**config.mk**
```make
export PLATFORM = sky130hd
export DESIGN_NAME = gpio_int_prio_ctrl
export DESIGN_NICKNAME = d
export VERILOG_FILES = /design/src/rtl/gpio_int_prio_ctrl.sv
export SDC_FILE = /design/constraint.sdc
export NUM_CORES = 1
export LEC_CHECK = 0
export BUFFER_PORTS_ARGS = -buffer_cell sky130_fd_sc_hd__buf_2
export CAP_MARGIN = 15
export CORE_MARGIN = 8
export CORE_UTILIZATION = 50
export DETAILED_ROUTE_END_ITERATION = 7
export PLACE_DENSITY = 0.82
export SETUP_SLACK_MARGIN = 0.05
export SLEW_MARGIN = 0
export SYNTH_ARGS = -nofsm -noshare
export SYNTH_HDL_FRONTEND = slang
export SYNTH_SLANG_ARGS = --single-unit
```
**constraint.sdc**
```tcl
create_clock -name clk_50m -period 3.1 [get_ports clk_50m]
set_clock_uncertainty 0.2 [all_clocks]
set_input_delay 0.155 -clock clk_50m [delete_from_list [all_inputs] [get_ports clk_50m]]
set_output_delay 0.155 -clock clk_50m [all_outputs]
set_load 0.05 [all_outputs]
```
**src/rtl/gpio_int_prio_ctrl.sv**
```systemverilog
// Fixed-priority GPIO interrupt controller: latches edge/level events, issues the lowest
// eligible index on INTR/INT_CODE, and runs the INTA_N handshake with an optional ack timeout.
module gpio_int_prio_ctrl #(
  parameter int unsigned N_SRC   = 32,
  parameter int unsigned CODE_W  = 7,
  parameter int unsigned TMO_W   = 16,
  parameter int unsigned TMO_CYC = 1000
) (
  input  logic              clk_50m,
  input  logic              rstn_50m,
  input  logic [N_SRC-1:0]  int_src,
  input  logic [N_SRC-1:0]  int_mask,
  input  logic [N_SRC-1:0]  int_edge,
  input  logic              INTA_N,
  output logic              INTR,
  output logic [CODE_W-1:0] INT_CODE,
  output logic [N_SRC-1:0]  int_pend,
  output logic              int_timeout
);

  localparam bit               TMO_EN  = (TMO_CYC != 0);
  localparam logic [TMO_W-1:0] TMO_LIM = TMO_W'((TMO_CYC == 0) ? 0 : TMO_CYC - 1);

  typedef enum logic [1:0] {
    ST_IDLE,
    ST_REQ,
    ST_ACKW
  } state_t;

  state_t              state_q, state_d;
  logic [N_SRC-1:0]    pend_q, pend_d;
  logic [N_SRC-1:0]    src_d1_q;
  logic                intr_q, intr_d;
  logic [CODE_W-1:0]   code_q, code_d;
  logic                tmo_q, tmo_d;
  logic [TMO_W-1:0]    cnt_q, cnt_d;
  logic [N_SRC-1:0]    set_vec, clr_vec, elig;
  logic [CODE_W-1:0]   win_code;
  logic                ack_clr;

  always_ff @(posedge clk_50m or negedge rstn_50m) begin
    if (!rstn_50m) begin
      state_q  <= ST_IDLE;
      pend_q   <= '0;
      src_d1_q <= '0;
      intr_q   <= 1'b0;
      code_q   <= '0;
      tmo_q    <= 1'b0;
      cnt_q    <= '0;
    end else begin
      state_q  <= state_d;
      pend_q   <= pend_d;
      src_d1_q <= int_src;
      intr_q   <= intr_d;
      code_q   <= code_d;
      tmo_q    <= tmo_d;
      cnt_q    <= cnt_d;
    end
  end

  always_comb begin
    state_d  = state_q;
    intr_d   = intr_q;
    code_d   = code_q;
    tmo_d    = 1'b0;
    cnt_d    = cnt_q;
    ack_clr  = 1'b0;
    clr_vec  = '0;
    win_code = '0;

    set_vec = (int_src & ~src_d1_q & int_edge) | (int_src & ~int_edge);
    elig    = pend_q & ~int_mask;

    // Walk from the lowest-priority end so the lowest eligible index is left standing.
    for (int i = int'(N_SRC) - 1; i >= 0; i--) begin
      if (elig[i]) win_code = CODE_W'(i + 1);
    end

    case (state_q)
      ST_IDLE: begin
        if (|elig) begin
          intr_d  = 1'b1;
          code_d  = win_code;
          cnt_d   = '0;
          state_d = ST_REQ;
        end
      end
      ST_REQ: begin
        if (!INTA_N) begin
          ack_clr = 1'b1;
          intr_d  = 1'b0;
          code_d  = '0;
          state_d = ST_ACKW;
        end else if (TMO_EN && (cnt_q == TMO_LIM)) begin
          intr_d  = 1'b0;
          code_d  = '0;
          tmo_d   = 1'b1;
          state_d = ST_IDLE;
        end else if (cnt_q != '1) begin
          cnt_d = cnt_q + TMO_W'(1);
        end
      end
      ST_ACKW: begin
        if (INTA_N) state_d = ST_IDLE;
      end
      default: state_d = ST_IDLE;
    endcase

    for (int i = 0; i < int'(N_SRC); i++) begin
      clr_vec[i] = ack_clr && (code_q == CODE_W'(i + 1));
    end

    // A new event on the acknowledged bit survives the clear.
    pend_d = (pend_q & ~clr_vec) | set_vec;
  end

  assign INTR        = intr_q;
  assign INT_CODE    = code_q;
  assign int_pend    = pend_q;
  assign int_timeout = tmo_q;

endmodule

```
==> impl_metrics.ini <==
[final_layout]
final_layout_size_suffix_gt1_frac = 0.261
n_fill_cell = 598
multiInputGateArea_sq_um = 1830
regArea_sq_um = 2250
area_growth_pct = 40.4
most-common-layout-cells = buf_2 (137), dfrtp_1 (90), nand2_1 (86)
final_nets = 732
final_common_cell = buf_2

[floorplan]
design.die.area_sq_um = 11500
io_pins = 140
core_area_sq_um = 8180
initial_core_util = 0.511
rows = 33
die_w_microns = 107
die_height_microns = 107

[critical_path]
slowest_stage = a2111oi_1
crit_type = flip-flop to flip-flop
slowest_delay_ns = 0.61
end_kind = flip-flop
worstPathCellList = nor2b_1, a2111oi_1, and4_4, a311o_1, or2_4, o21ai_0, a21oi_1
cp.depth = 7
endpoint = cnt_q[15]$_DFFE_PN0P_
reg2regPathDepth = 7
path_buf_inv = 0
r2r-end = cnt_q[15]$_DFFE_PN0P_
r2r_setup_slack_ns = 0.35
cp.arrival_ns = 2.83
worstPathRequired_ns = 3.18
worstSetupStartpoint = int_pend[27]$_DFF_PN0_
crit_family = compound AO/OA/AOI/OAI gates
critPathMaxFanout = 11
r2r_start = int_pend[27]$_DFF_PN0_
cp-start-kind = flip-flop

[clock_network]
htreeDepth = 3
cts_made_buffers = 9
clock_sinks = 90
path_clk_slew_ns = 0.08
insertion_delay_ns = 0.36
postCtsSetupBuffers = 0
ctsResizeCount = 0
cts_root_buf = clkbuf_8
cts_tree = done
clockBufferDepth = 2

[drt]
wl_met3_microns = 1360
finalWirelength_microns = 14100
wl_met2_microns = 6900
viasPerCell = 5.67
vias = 4207
wl_met1_microns = 5140
drt_pass1_iterations = 6
top_layer = met4
drc = 0
final_antenna_net_count = 0
drt_iter0_markers = 247
drt-wirelength-per-cell_microns = 19.0

[timing]
fmax_ghz = 0.364
holdWs_ns = 0.154
hold_viol = 0
post-route-period-util = 0.887
fin_crit_ns = 2.75
layout_setup_ws_ns = 0.351
drv_slew = 0
rsz0062_at_grt = no
tns_ns = 0
tightest_slew_ns = 0.790
setup_viol = 0
slew-limit-headroom = 0.472

[logic_synthesis]
synth_flop_cell = dfrtp_1
syn-cell-area_sq_um = 4180
netlist_top_cells_area = dfrtp_1 (54%), nand2_1 (7.7%), a22o_1 (6.7%), nand2b_1 (3.6%), nor2b_1 (2.5%)
syn_inst = 422
ys_seq_area_frac = 0.539
syn_nets = 522
synth_edf_count = 0
syn-mean-instance-area_sq_um = 9.91
synth_seq_cells = 90
synth_cell_type_count = 54
async_flop_share = 1.00
yosysWarningCount = 0
synth_largest_area_cell = dfrtp_1
synth_top_area_share = 0.539

[place]
gp_congestion = 0.916
io_buffers = 138
dpl_worst_slack_ns = 0.402
place_hpwl_microns = 9900

[power_and_ir_drop]
irDropWorstVdd_mv = 0.353
p_per_area_nw_per_um2 = 489
power_mw = 2.87
leakage_nw = 2.55

[worst_hold_path]
hold_path_class = input pin to flip-flop
holdPathStages = 5

[job]
drv_cap = 0

[global_routing]
grt_pass1_wl_microns = 22900
grt_usage = 0.252
gr-total-overflow = 0
grt_pass1_vias = 4659
grt_max_degree = 54
antenna_found_initial = 1

[outcome]
outcome = finished clean
-- timing repair --
action	4_1_cts	5_1_grt
hold endpoints to repair	119	0
hold buffers	68	0
endpoints found under the setup margin	0	0
-- worst reg2reg max path, cell delays in order (launching register included) --
cell	delay, ns
dfrtp_1	0.41
nor2b_1	0.15
a2111oi_1	0.61
and4_4	0.35
a311o_1	0.42
or2_4	0.26
o21ai_0	0.12
a21oi_1	0.14
-- synth_stat cells, types with 6 or more instances --
cell,n
nor2b_1,17
nand2_1,86
a21oi_1,8
nand2b_1,24
dfrtp_1,90
nor2_1,25
nor3_1,13
inv_1,10
o21ai_0,16
nor4_1,6
xnor2_1,7
nand4_1,13
a22o_1,32
o31ai_1,6
-- cells by family after synthesis --
kind of cell | count (synthesis) | share of synthesized area
DFF | 90 | 0.539
buffers and inverters | 20 | 0.0233
other | 1 | 0.000897
and+or+nand+nor | 215 | 0.264
xor gates and xnor gates | 7 | 0.0147
AOI/OAI and AO/OA | 88 | 0.156
adders and majority gates | 1 | 0.00299
-- worst min-delay path by stage --
stage / startpoint / end / slack, ns
after floorplan: rstn_50m / INTR$_DFFE_PN0P_ / -0.34
after global placement: rstn_50m / cnt_q[8]$_DFFE_PN0P_ / 0.03
after detailed placement: rstn_50m / cnt_q[8]$_DFFE_PN0P_ / 0.04
after CTS: int_mask[6] / INT_CODE[1]$_DFFE_PN0P_ / 0.14
after global routing: int_mask[6] / INT_CODE[1]$_DFFE_PN0P_ / 0.19
final: int_mask[5] / INT_CODE[1]$_DFFE_PN0P_ / 0.15
-- metal layers --
metal | track usage | vias up
met2 | 0.418 | 252
met1 | 0.269 | 1971
met4 | 0.173 | 0
met3 | 0.0814 | 62
li1 | - | 1922
met5 | 0 | -
-- final cells by class --
| class | count | share of cell area |
|---|---|---|
| Clock buffer | 11 | 0.0241 |
| Inverter | 10 | 0.00640 |
| Multi-Input combinational cell | 312 | 0.312 |
| Tap cell | 105 | 0.0224 |
| Antenna cell | 1 | 0.000426 |
| Timing Repair Buffer | 209 | 0.238 |
| Sequential cell | 90 | 0.384 |
| Clock inverter | 4 | 0.0130 |
-- flip-flops by register name, summed over array words and instances, names as in the netlist --
register,cells
int_pend,32
src_d1_q,32
cnt_q,16
INT_CODE,6
state_q,2
INTR,1
int_timeout,1
-- power breakdown --
part           total (mW)  switching [mW]  internal (mW)
combinational       0.640           0.402          0.238
clock               0.893           0.419          0.474
sequential           1.34          0.0947           1.24
-- stage by stage --
stage | utilization | area, sq um | instances
floorplan | - | 4180 | 422
global placement | 0.608 | 4970 | 658
detailed placement | 0.608 | 4970 | 658
CTS | 0.718 | 5870 | 741
global route | 0.718 | 5870 | 742
finish | 0.718 | 5870 | 742
Power figures use the tool's default switching activity.
